## config.mk

```make
export PLATFORM = sky130hd
export DESIGN_NAME = receive_image
export DESIGN_NICKNAME = d
export VERILOG_FILES = /design/src/rtl/sift_uart_pkg.sv /design/src/rtl/uart_rx.sv /design/src/rtl/receive_image.sv
export SDC_FILE = /design/constraint.sdc
export NUM_CORES = 1
export LEC_CHECK = 0
export ABC_AREA = 1
export BUFFER_PORTS_ARGS = -buffer_cell sky130_fd_sc_hd__buf_2
export CAP_MARGIN = 0
export CORE_UTILIZATION = 59
export CTS_BUF_LIST = sky130_fd_sc_hd__clkbuf_4
export DETAILED_ROUTE_END_ITERATION = 16
export HOLD_SLACK_MARGIN = 0.06
export PLACE_DENSITY_LB_ADDON = 0.12
export SYNTH_ARGS = -nofsm -noshare
export SYNTH_HDL_FRONTEND = slang
export SYNTH_SLANG_ARGS = --single-unit
export TNS_END_PERCENT = 20
```

## constraint.sdc

```tcl
create_clock -name clk -period 2.16 [get_ports clk]
set_input_delay 0.108 -clock clk [delete_from_list [all_inputs] [get_ports clk]]
set_output_delay 0.108 -clock clk [all_outputs]
set_load 0.02 [all_outputs]
```

## src/rtl/sift_uart_pkg.sv

```systemverilog
// Shared types and framing constants for the host<->FPGA UART loaders.
package sift_uart_pkg;

    typedef enum logic [1:0] {
        IDLE       = 2'd0,
        WAIT_UPPER = 2'd1,
        WAIT_LOWER = 2'd2,
        DONE       = 2'd3
    } rx_state_t;

    localparam int BYTE_W          = 8;
    localparam int UART_FRAME_BITS = 10;

endpackage

```

## src/rtl/uart_rx.sv

```systemverilog
// 8N1 UART byte receiver: 2-FF synchronizer, mid-bit sampling, LSB first.
// valid_o / err_o pulse for one cycle at the stop-bit sample.
module uart_rx
    import sift_uart_pkg::*;
#(
    parameter int CLOCKS_PER_BAUD = 50
) (
    input  logic              clk,
    input  logic              rst_in,
    input  logic              rx,
    output logic [BYTE_W-1:0] data_o,
    output logic              valid_o,
    output logic              err_o
);

    localparam int CNT_W     = $clog2(CLOCKS_PER_BAUD + 1);
    localparam int DATA_BITS = UART_FRAME_BITS - 2;
    localparam int IDX_W     = $clog2(DATA_BITS);

    typedef enum logic [1:0] {BIT_IDLE, BIT_START, BIT_DATA, BIT_STOP} bit_state_t;

    bit_state_t        state_reg, state_next;
    logic              rx_meta, rx_sync, rx_prev;
    logic [CNT_W-1:0]  baud_cnt;
    logic [IDX_W-1:0]  bit_idx;
    logic [BYTE_W-1:0] shift_reg;
    logic              half_done, bit_done, last_bit;

    assign half_done = (baud_cnt == CNT_W'(CLOCKS_PER_BAUD / 2 - 1));
    assign bit_done  = (baud_cnt == CNT_W'(CLOCKS_PER_BAUD - 1));
    assign last_bit  = (bit_idx == IDX_W'(DATA_BITS - 1));
    assign data_o    = shift_reg;

    always_comb begin
        state_next = state_reg;
        case (state_reg)
            BIT_IDLE:  if (rx_prev && !rx_sync) state_next = BIT_START;
            // A start bit that is high again at its centre was a glitch.
            BIT_START: if (half_done) state_next = rx_sync ? BIT_IDLE : BIT_DATA;
            BIT_DATA:  if (bit_done && last_bit) state_next = BIT_STOP;
            BIT_STOP:  if (bit_done) state_next = BIT_IDLE;
            default:   state_next = BIT_IDLE;
        endcase
    end

    always_ff @(posedge clk or posedge rst_in) begin
        if (rst_in) begin
            state_reg <= BIT_IDLE;
            rx_meta   <= 1'b1;
            rx_sync   <= 1'b1;
            rx_prev   <= 1'b1;
            baud_cnt  <= '0;
            bit_idx   <= '0;
            shift_reg <= '0;
            valid_o   <= 1'b0;
            err_o     <= 1'b0;
        end else begin
            rx_meta   <= rx;
            rx_sync   <= rx_meta;
            rx_prev   <= rx_sync;
            state_reg <= state_next;
            valid_o   <= 1'b0;
            err_o     <= 1'b0;

            if (state_reg == BIT_IDLE || state_reg != state_next || bit_done)
                baud_cnt <= '0;
            else
                baud_cnt <= baud_cnt + CNT_W'(1);

            if (state_reg == BIT_START)
                bit_idx <= '0;

            if (state_reg == BIT_DATA && bit_done) begin
                shift_reg <= {rx_sync, shift_reg[BYTE_W-1:1]};
                bit_idx   <= bit_idx + IDX_W'(1);
            end

            if (state_reg == BIT_STOP && bit_done) begin
                valid_o <= rx_sync;
                err_o   <= !rx_sync;
            end
        end
    end

endmodule

```

## src/rtl/receive_image.sv

```systemverilog
// Host->FPGA image loader: assembles two UART bytes per word and writes them to BRAM.
// Optional `RX_TIMEOUT_EN drops an orphan upper byte after TIMEOUT_CYCLES idle cycles.
module receive_image
    import sift_uart_pkg::*;
#(
    parameter int BRAM_LENGTH     = 1000,
    parameter int BIT_DEPTH       = 13,
    parameter int CLOCKS_PER_BAUD = 50,
    parameter int TIMEOUT_CYCLES  = 2000
) (
    input  logic                           clk,
    input  logic                           rst_in,
    input  logic                           rx,
    input  logic                           arm_in,
    output logic [$clog2(BRAM_LENGTH)-1:0] address,
    output logic [BIT_DEPTH-1:0]           data_out,
    output logic                           we,
    output logic                           busy,
    output logic                           image_received,
    output logic                           frame_err,
    output logic                           resync,
    output logic [1:0]                     out_state
);

    localparam int ADDR_W = $clog2(BRAM_LENGTH);
    localparam logic [ADDR_W-1:0] LAST_ADDR = ADDR_W'(BRAM_LENGTH - 1);

    generate
        if (BIT_DEPTH < 9 || BIT_DEPTH > 16) begin : g_bad_depth
            $error("receive_image: BIT_DEPTH must be in 9..16");
        end
        if (TIMEOUT_CYCLES < 1) begin : g_bad_timeout
            $error("receive_image: TIMEOUT_CYCLES must be positive");
        end
    endgenerate

    rx_state_t         state_reg, state_next;
    logic [BYTE_W-1:0] upper_byte;
    logic [BYTE_W-1:0] rx_byte;
    logic              byte_valid, byte_err;
    logic              timeout_hit;

    uart_rx #(
        .CLOCKS_PER_BAUD(CLOCKS_PER_BAUD)
    ) u_uart_rx (
        .clk    (clk),
        .rst_in (rst_in),
        .rx     (rx),
        .data_o (rx_byte),
        .valid_o(byte_valid),
        .err_o  (byte_err)
    );

`ifdef RX_TIMEOUT_EN
    localparam int TO_W = $clog2(TIMEOUT_CYCLES + 1);
    logic [TO_W-1:0] idle_cnt;

    assign timeout_hit = (state_reg == WAIT_LOWER) && (idle_cnt == TO_W'(TIMEOUT_CYCLES - 1));

    always_ff @(posedge clk or posedge rst_in) begin
        if (rst_in)
            idle_cnt <= '0;
        else if (state_reg != WAIT_LOWER || byte_valid)
            idle_cnt <= '0;
        else
            idle_cnt <= idle_cnt + TO_W'(1);
    end
`else
    assign timeout_hit = 1'b0;
`endif

    assign out_state = state_reg;

    always_comb begin
        state_next = state_reg;
        case (state_reg)
            IDLE:       if (arm_in) state_next = WAIT_UPPER;
            WAIT_UPPER: if (byte_valid) state_next = WAIT_LOWER;
            WAIT_LOWER: begin
                if (byte_valid)
                    state_next = (address == LAST_ADDR) ? DONE : WAIT_UPPER;
                else if (timeout_hit)
                    state_next = WAIT_UPPER;
            end
            DONE:       state_next = IDLE;
            default:    state_next = IDLE;
        endcase
    end

    always_ff @(posedge clk or posedge rst_in) begin
        if (rst_in) begin
            state_reg      <= IDLE;
            upper_byte     <= '0;
            address        <= '0;
            data_out       <= '0;
            we             <= 1'b0;
            busy           <= 1'b0;
            image_received <= 1'b0;
            frame_err      <= 1'b0;
            resync         <= 1'b0;
        end else begin
            state_reg      <= state_next;
            we             <= 1'b0;
            image_received <= 1'b0;
            resync         <= 1'b0;
            frame_err      <= byte_err;

            // Advance one cycle after the write so address stays stable under we.
            if (we && address != LAST_ADDR)
                address <= address + ADDR_W'(1);

            case (state_reg)
                IDLE: begin
                    if (arm_in) begin
                        address <= '0;
                        busy    <= 1'b1;
                    end
                end
                WAIT_UPPER: begin
                    if (byte_valid)
                        upper_byte <= rx_byte;
                end
                WAIT_LOWER: begin
                    if (byte_valid) begin
                        data_out <= BIT_DEPTH'({upper_byte, rx_byte});
                        we       <= 1'b1;
                    end else if (timeout_hit) begin
                        upper_byte <= '0;
                        resync     <= 1'b1;
                    end
                end
                DONE: begin
                    image_received <= 1'b1;
                    busy           <= 1'b0;
                end
                default: ;
            endcase
        end
    end

endmodule

```

## Yosys cells after proc, flatten, opt, wreduce, memory -nomap -nowiden

Index checks and enable logic that the tools add are counted.

| word-level totals | value |
|---|---|
| flip-flop bits (word level) | 58 |
| input bits | 4 |
| output and inout bits | 30 |
| logic and storage cells | 75 |

| operators by class | value |
|---|---|
| add/sub/neg operators | 3 |
| eq/ne operators | 15 |
| multiplexer cells | 24 |
| reductions and logical operators | 16 |

Operator list:

| kind | number |
|---|---|
| $mux 10 | 3 |
| $mux 2 | 9 |
| $pmux 2 s4 | 2 |
| $add 10x1->10 const B | 1 |
| $eq 10x10->1 const B | 1 |
| $ne 10x10->1 const B | 1 |
| $eq 2x2->1 const B | 4 |
| $add 6x1->6 const B | 1 |
| $eq 6x5->1 const B | 1 |
| $eq 6x6->1 const B | 1 |
| $mux 1 | 6 |
| $mux 3 | 2 |
| $mux 6 | 1 |
| $reduce_and 2->1 | 3 |
| $logic_and 1x1->1 | 5 |
| $eq 2x1->1 const B | 2 |
| $logic_not 2->1 | 2 |
| $ne 2x1->1 const B | 2 |
| $reduce_bool 2->1 | 2 |
| $add 3x1->3 const B | 1 |
| $eq 3x3->1 const B | 1 |
| $reduce_and 3->1 | 1 |
| $logic_or 1x1->1 | 2 |
| $ne 2x2->1 | 1 |
| 3 further kinds | 3 |

## Logic depth before layout (Yosys ltp)

Gate-level depths: netlist (run 1).

| logic depth | value |
|---|---|
| depth in word-level cells | 8 |
| gate-level depth with buffers | 10 |
| gate-level depth less buffers | 10 |

## Hierarchy

Synthesis (run 1) repeated with hierarchy kept, for this count alone.

| second synthesis, totals | value |
|---|---|
| cells, all modules | 297 |
| area, all modules | 2622.5 µm² |

Modules (own cells, without submodules):

| module | times used | cells each | area each (µm²) | sequential area each (µm²) |
|---|---|---|---|---|
| receive_image | 1 | 184 | 1549.0 | 850.8 |
| uart_rx | 1 | 113 | 1073.5 | 604.3 |

## Least setup slack after synthesis (run 1)

No wires, ideal clock.

| timing | value |
|---|---|
| kind | register -> register |
| start point | register address[0] |
| end point | register address[3] |
| setup time | 0.117 ns |
| arrival time | 1.341 ns |
| required time | 2.043 ns |
| setup slack | 0.702 ns |
| cell stages (with the launch flop) | 11 |
| buffers on the path | 0 |
| period minus slack after synthesis | 1.458 ns |
| cells stage by stage | dfrtp_1 > ha_1 > inv_1 > nor2_1 > nand3_2 > nand2_4 > inv_2 > nand2_1 > nand2_1 > nand2_1 > nor2_1 |

| on the way | value |
|---|---|
| word-level cells in the longest chain between the ends | 5 |
| elaborated cells on any way between the ends | 6 |
| those cells by class | 1 x add/sub; 1 x eq/ne; 3 x mux; 1 x reduce/logical |

Ends and longest elaborated chain:

| what | line | source |
|---|---|---|
| from (decl) | receive_image.sv:15 | `output logic [$clog2(BRAM_LENGTH)-1:0] address,` |
| from (signal assigned) | receive_image.sv:110 | `address <= address + ADDR_W'(1);` |
| parallel branches: the longest is 2 deep, another holds $add 10x1->10 | n/a |  |
| $mux 10 (*) | receive_image.sv:109 | `if (we && address != LAST_ADDR)` |
| $mux 10 | receive_image.sv:114 | `if (arm_in) begin` |
| $mux 10 (*) | receive_image.sv:112 | `case (state_reg)` |

Mark *: on every way between the ends.
A chain may end at the register's enable or synchronous reset.

## Final worst setup path (run 1)

| timing | value |
|---|---|
| start point | register u_uart_rx.baud_cnt[1] |
| end point | register u_uart_rx.state_reg[0] |

| on the way | value |
|---|---|
| word-level cells in the longest chain between the ends | 4 |
| elaborated cells on any way between the ends | 7 |
| those cells by class | 2 x eq/ne; 4 x mux; 1 x reduce/logical |

Ends and longest elaborated chain:

| what | line | source |
|---|---|---|
| from (decl) | uart_rx.sv:24 | `logic [CNT_W-1:0] baud_cnt;` |
| from (signal assigned) | uart_rx.sv:68 | `baud_cnt <= baud_cnt + CNT_W'(1);` |
| $eq 6x6->1 | uart_rx.sv:30 | `assign bit_done = (baud_cnt == CNT_W'(CLOCKS_PER_BAUD - 1));` |
| $logic_and 1x1->1 | uart_rx.sv:40 | `BIT_DATA: if (bit_done && last_bit) state_next = BIT_STOP;` |
| $mux 2 | uart_rx.sv:40 |  |
| $pmux 2 s4 (*) | uart_rx.sv:36 | `case (state_reg)` |
| via u_uart_rx.state_next[0] | uart_rx.sv:22 | `bit_state_t state_reg, state_next;` |
| to (signal assigned) | uart_rx.sv:61 | `state_reg <= state_next;` |
| to (decl) | uart_rx.sv:22 |  |

The timed path passes the listed nets; every way through them passes the cells marked *.

==> flow_summary.ini, run 1 <==
[sta]
worst_slack_ps = 546.8
rsz0062_at_grt = no
final_max_slew_viol_count = 0
layout_min_cycle_time_ps = 1613
tns_ps = 0
max_freq_ghz = 0.6199
finalSetupViolations = 0
skew_ps = 14.89
final_hold_viol_count = 0
finalCritPeriodShare = 0.7469

[synth]
syn_area_um2 = 2663
postSynthCellCount = 288
ys_types = 31
synth_top_area_share = 0.5169
synth_fp_nets = 298
yosysTopAreaCell = dfrtp_1
synth-seq-cells = 58
yosysSeqAreaShare = 0.5465
synth.avg_cell_area_um2 = 9.245
synthTopCellsByArea = dfrtp_1 (52%), nand2_1 (10%), o21ai_2 (5.6%)
yosys_warnings = 0

[power_and_ir_drop]
sw_frac_of_total = 0.3203
pwr-share-seq = 0.514
peakVddDrop_uv = 656.2
internal_power_mw = 1.684
clockPowerShare = 0.305
power.total_mw = 2.477
power.switching_mw = 0.7934
combPwrFrac = 0.181
leakagePower_nw = 1.544
power_density_nw_per_um2 = 816.4

[cts]
cts_buffer_depth = 2
htree_levels = 3
cts_root_buffer = clkbuf_4
cts_resized = 0
cts_tree = done
cts_buffers = 9
cts.clk_slew.worst_paths_ps = 110
clock_latency_ps = 400
cts.sinks = 58

[placed_design]
port_buffers = 32
dp_slack_ps = 561.4
place.gp.congestion = 0.8356
placed_area_um2 = 2867
dp_hpwl_mm = 3.072

[floorplanning]
ios = 34
placementRows = 24
fp.dieH_um = 69.18
initial_core_util = 0.6115
die_area_um2 = 4785
coreArea_um2 = 4354
die_w_um = 69.18

[grt]
antenna_found_initial = 0
grt_use_met3 = 0.06831
grt_overflow = 0
track_usage = 0.2124
grt.met1_usage = 0.2712
grt-busiest-layer = met2
grt_pass1_vias = 1853
grt_pass1_wl_mm = 7.879
grt_max_degree = 59
grt_use_met2 = 0.3247

[finish]
largest_register = data_out
final_common_cell = nand2_1
design_area_um2 = 3034
final_util = 0.6968
drive_gt1_frac = 0.2768
n_antenna_cell = 0
syn2layout_area_growth_pct = 13.96
final_cell_mix = nand2_1 (72), dfrtp_1 (55), inv_1 (35)
largest_reg_flops = 13
final_nets = 341

[routing]
vias = 1922
drt-wirelength-per-cell_um = 11.25
wl_mm = 4.366
drt_iter0_markers = 112
routed_via_density = 4.954
first_pass_iters = 4
drcViolationCount = 0
ant_nets = 0

[flow_run]
drv_cap = 0

[critical_path]
cp_max_fo = 18
worst-r2r-cell-count = 8
critPathCaptureType = flop
required_ps = 2520
arrival_ps = 1970
path_class = reg2reg
start_kind = flop

[worst_hold_path]
min_path_type = in2async

[run_status]
status = finished clean
## final cells by class
type / count / area (um2)
fill: 365 / 1320
inverter: 41 / 153.9
multi-input combinational: 185 / 1012
timing repair buffer: 36 / 210.2
tap: 52 / 65.06
sequential: 58 / 1455
clock buffer: 9 / 67.56
clock inverter: 7 / 70.07
## final timing paths
kind | to | slack [ps] | startpoint
min | address[8] | 290 | rst_in
min reg2reg | frame_err | 360 | u_uart_rx.err_o
min in group clk | u_uart_rx.rx_meta | 360 | rx
max | u_uart_rx.state_reg[0] | 550 | u_uart_rx.baud_cnt[1]
max reg2reg | u_uart_rx.state_reg[0] | 550 | u_uart_rx.baud_cnt[1]
max in group asynchronous | u_uart_rx.rx_sync | 1570 | rst_in
## through the flow
stage,cells,hold WS (ps)
floorplan,288,112.5
global placement,369,184.3
detailed placement,369,186.1
CTS,388,294.1
global route,388,327.8
finish,388,292.2
## power groups by stage
| stage | combinational (mW) | sequential (mW) | clock [mW] |
|---|---|---|---|
| after floorplan | 0.299 | 1.32 | 0 |
| after global placement | 0.437 | 1.29 | 0 |
| after detailed placement | 0.446 | 1.29 | 0 |
| after CTS | 0.452 | 1.27 | 0.780 |
| after global routing | 0.506 | 1.29 | 0.828 |
| final | 0.447 | 1.27 | 0.755 |
## timing repair
action | 4_1_cts | 5_1_grt
endpoints found under the hold margin | 61 | 0
hold buffers | 3 | 0
endpoints found under the setup margin | 0 | 0
buffers inserted | 0 | 0
## logic make-up (layout without fill, tap and decap cells)
| kind of cell | Yosys count | count (layout) | synth area share |
|---|---|---|---|
| AO/OA/AOI/OAI | 45 | 45 | 0.1184 |
| XOR/XNOR | 5 | 5 | 0.01645 |
| adder cells (fa/ha/maj) | 6 | 6 | 0.02819 |
| buffers and inverters | 45 | 93 | 0.07331 |
| flip-flops | 58 | 58 | 0.5465 |
| other | 1 | 1 | 0.001408 |
| AND/OR/NAND/NOR | 128 | 128 | 0.2157 |
## Yosys cell counts, drive strengths merged
cell type  instances
nand2             78
dfrtp             55
inv               41
nor2              34
o21ai             32
nand3             11
a21oi              8
ha                 6
buf                4
xor2               4
dfstp              3
o211ai             3
nand4              2
and3               1
conb               1
nand3b             1
nor3               1
o21a               1
o21bai             1
xnor2              1
## metal layers
metal,routed length [um],part of all wire
met1,2087,0.48
met2,2003,0.46
met3,199,0.046
met4,76,0.017
met5,0,0
## worst max-delay path, stage by stage (launching register included)
cell      delay (ps)
dfrtp_1          420
inv_1             90
ha_1             170
nand3_2          100
nor2_4           170
nand2_2          280
o211ai_2         230
nand2_1           60
inv_1             50
No activity file was read; power rests on OpenSTA's default activity.
==> run 2, diff against run 1 <==
==> constraint.sdc (replaced) <==
create_clock -name clk -period 1.5 [get_ports clk]
set_input_delay 0.075 -clock clk [delete_from_list [all_inputs] [get_ports clk]]
set_output_delay 0.075 -clock clk [all_outputs]
set_load 0.02 [all_outputs]
==> flow_summary.ini, run 2 (synthesis results as in run 1) <==
[run_status]
status = finished clean

[floorplanning]
die_w_um = 69.18
die_area_um2 = 4785
ios = 34
coreArea_um2 = 4354
fp.dieH_um = 69.18
initial_core_util = 0.6115
placementRows = 24

[finish]
final_nets = 353
largest_register = data_out
final_cell_mix = nand2_1 (71), dfrtp_1 (55), inv_1 (33)
design_area_um2 = 3158
final_common_cell = nand2_1
syn2layout_area_growth_pct = 18.61
largest_reg_flops = 13
drive_gt1_frac = 0.3170
n_antenna_cell = 0

[routing]
first_pass_iters = 4
routed_via_density = 4.937
wl_mm = 4.703
drt_iter0_markers = 87
vias = 1970
drcViolationCount = 0
drt-wirelength-per-cell_um = 11.79
ant_nets = 0

[sta]
worst_slack_ps = 62.27
tns_ps = 0
finalCritPeriodShare = 0.9585
finalSetupViolations = 0
final_hold_viol_count = 0
skew_ps = 12.70
max_freq_ghz = 0.6955
final_max_slew_viol_count = 0
layout_min_cycle_time_ps = 1438

[placed_design]
placed_area_um2 = 2929
dp_slack_ps = 58.15
dp_hpwl_mm = 3.290
place.gp.congestion = 0.8191
port_buffers = 32

[power_and_ir_drop]
combPwrFrac = 0.205
internal_power_mw = 2.507
clockPowerShare = 0.291
leakagePower_nw = 1.620
power.switching_mw = 1.105
peakVddDrop_uv = 727.4
pwr-share-seq = 0.505
power_density_nw_per_um2 = 1144
sw_frac_of_total = 0.3059

[cts]
cts.clk_slew.worst_paths_ps = 90
cts_buffers = 9
cts_tree = done
cts_buffer_depth = 2
cts_root_buffer = clkbuf_4
clock_latency_ps = 380
htree_levels = 3
cts.sinks = 58

[grt]
grt_overflow = 0
grt_pass1_vias = 1844
track_usage = 0.2195
grt_max_degree = 23
grt_pass1_wl_mm = 8.114
antenna_found_initial = 0

[worst_hold_path]
min_path_type = in2async

[critical_path]
arrival_ps = 1710
start_kind = flop
critPathCaptureType = flop
cp_max_fo = 7
path_class = reg2reg
required_ps = 1770
reg2reg_slack_ps = 60

[flow_run]
drv_cap = 0
[run 2: area by class of cell]
class / instances / area, um2
inverter: 41 / 156.4
sequential: 58 / 1455
clock inverter: 4 / 43.79
clock buffer: 11 / 82.58
tap: 52 / 65.06
timing repair buffer: 48 / 325.3
fill: 321 / 1196
multi-input combinational: 185 / 1030
[run 2: per-layer routing]
metal  GRT usage  vias up  part of all wire  wire, um
li1            -     1019                 -         -
met1      0.2863      901              0.49      2285
met2      0.3355       42              0.46      2143
met3     0.07413        8             0.040       186
met4     0.09524        0             0.019        88
met5           0        -                 0         0
[run 2: worst max-delay path, stage by stage (launching register included)]
cell and delay, ps:
dfrtp_1 400, inv_2 60, ha_1 140, nand3_2 90, nor2_4 200, inv_2 50
nand2_2 90, o211ai_2 110, nand3_4 110, nor2_1 40
[run 2: per-stage QoR]
| stage | util | cells | hold slack [ps] | power [mW] |
|---|---|---|---|---|
| finish | 0.7253 | 399 | 248.5 | 3.612 |
| global route | 0.7253 | 399 | 259.5 | 3.850 |
| CTS | 0.7086 | 392 | 217.7 | 3.593 |
| detailed placement | 0.6727 | 374 | 109.6 | 2.522 |
| floorplan | - | 288 | 79.48 | 2.331 |
| global placement | 0.6727 | 374 | 107.5 | 2.502 |
[run 2: power by group through the flow]
stage	clock network (mW)	registers, mW	logic [mW]
finish	1.05	1.82	0.739
global route	1.16	1.84	0.851
CTS	1.09	1.83	0.673
detailed placement	0	1.86	0.664
global placement	0	1.85	0.649
floorplan	0	1.90	0.431
[run 2: final timing paths]
path                                            start                      to  cells after the start
worst max-delay path            u_uart_rx.baud_cnt[1]   u_uart_rx.baud_cnt[3]                      9
worst min-delay path                           rst_in  u_uart_rx.state_reg[1]                      3
worst max register to register  u_uart_rx.baud_cnt[1]   u_uart_rx.baud_cnt[3]                      9
worst min register to register        u_uart_rx.err_o               frame_err                      0
max in group asynchronous                      rst_in       u_uart_rx.rx_meta                      4
min in group clk                                   rx       u_uart_rx.rx_meta                      2
[run 2: timing repair]
action	in CTS	in global routing
hold endpoints to repair	59	0
hold buffers	3	0
setup buffers	0	7
setup endpoints to repair	0	20
gates resized for setup	0	8
==> run 3, diff against run 2 <==
--- a/config.mk
+++ b/config.mk
@@ -12,7 +12,7 @@
 export CTS_BUF_LIST = sky130_fd_sc_hd__clkbuf_4
 export DETAILED_ROUTE_END_ITERATION = 16
 export HOLD_SLACK_MARGIN = 0.06
-export PLACE_DENSITY_LB_ADDON = 0.12
+export PLACE_DENSITY = 0.81
 export SYNTH_ARGS = -nofsm -noshare
 export SYNTH_HDL_FRONTEND = slang
 export SYNTH_SLANG_ARGS = --single-unit
==> flow_summary.ini, run 3 (synthesis results as in run 1) <==
[critical_path]
cp_max_fo = 6
path_class = reg2reg
critPathCaptureType = flop
start_kind = flop
required_ps = 1790
arrival_ps = 1750

[floorplanning]
fp.dieH_um = 69.18
coreArea_um2 = 4354
ios = 34
die_area_um2 = 4785
initial_core_util = 0.6115
die_w_um = 69.18
placementRows = 24

[finish]
design_area_um2 = 3148
stdcell_count = 396
final_cell_mix = nand2_1 (72), dfrtp_1 (55), inv_1 (34)
syn2layout_area_growth_pct = 18.23
drive_gt1_frac = 0.3110
largest_reg_flops = 13
final_nets = 349
n_antenna_cell = 0
final_common_cell = nand2_1
largest_register = data_out

[grt]
grt_pass1_vias = 1909
grt_max_degree = 31
grt_overflow = 0
track_usage = 0.2231
antenna_found_initial = 0
grt_pass1_wl_mm = 8.293

[placed_design]
post-place-cells = 374
place.gp.congestion = 0.8311
dp_hpwl_mm = 3.260
port_buffers = 32
placed_area_um2 = 2917

[routing]
vias = 2010
drt-wirelength-per-cell_um = 11.88
drt_iter0_markers = 104
first_pass_iters = 4
drcViolationCount = 0
routed_via_density = 5.076
ant_nets = 0
wl_mm = 4.706

[sta]
final_hold_viol_count = 0
layout_min_cycle_time_ps = 1459
skew_ps = 11.09
tns_ps = 0
finalCritPeriodShare = 0.9727
finalSetupViolations = 0
max_freq_ghz = 0.6854
final_max_slew_viol_count = 0

[power_and_ir_drop]
power_density_nw_per_um2 = 1201
power.total_mw = 3.782
leakagePower_nw = 1.605
peakVddDrop_uv = 993.0

[run_status]
status = finished clean

[cts]
cts.clk_slew.worst_paths_ps = 90
clock_latency_ps = 400
cts_tree = done
cts_buffers = 9
cts.sinks = 58
cts_buffer_depth = 2
htree_levels = 3
cts_root_buffer = clkbuf_4

[worst_hold_path]
min_path_type = in2async

[flow_run]
drv_cap = 0
[run 3: worst paths after layout]
path | from | endpoint | slack (ps) | depth (start not counted)
worst max-delay path | u_uart_rx.baud_cnt[1] | u_uart_rx.baud_cnt[0] | 40 | 9
worst min-delay path | rst_in | address[5] | 140 | 3
worst max register to register | u_uart_rx.baud_cnt[1] | u_uart_rx.baud_cnt[0] | 40 | 9
worst min register to register | u_uart_rx.err_o | frame_err | 360 | 0
max in group asynchronous | rst_in | out_state[0] | 840 | 4
min in group clk | rx | u_uart_rx.rx_meta | 310 | 2
[run 3: cell type report]
type / instances / area (um2)
clock buffer: 10 / 75.07
fill: 318 / 1206
sequential: 58 / 1455
clock inverter: 6 / 81.33
multi-input combinational: 185 / 1035
inverter: 41 / 153.9
timing repair buffer: 44 / 282.8
tap: 52 / 65.06
[run 3: repair_timing]
item | CTS | global route
buffers inserted | 1 | 2
setup endpoints to repair | 1 | 14
resized for setup | 0 | 7
pin swaps | 1 | 3
endpoints found under the hold margin | 61 | 0
hold buffers | 3 | 0
[run 3: worst max-delay path, stage by stage (launching register included)]
cell and delay, ps:
dfrtp_1 420, inv_2 70, ha_2 170, nand3_2 90
nor2_4 130, inv_1 80, nand2_2 90, o211ai_2 110
nand3_4 140, nor2_1 50
[run 3: stage by stage]
stage	setup slack, ps	utilization	hold WS (ps)
floorplan	1.976	-	79.48
global placement	124.5	0.6698	8.961
detailed placement	5.129	0.6698	10.14
CTS	44.05	0.7144	116.3
global route	-26.33	0.7230	154.0
finish	40.95	0.7230	142.0
[run 3: per-layer routing]
layer  GRT usage  wire length [um]
met1      0.2950              2238
met2      0.3420              2222
met3     0.08285               174
met4     0.07483                70
met5           0                 0
[run 3: power by group]
group	switching [mW]	total, mW	internal (mW)
Sequential	0.137	1.83	1.69
Combinational	0.446	0.700	0.254
Clock	0.568	1.25	0.684
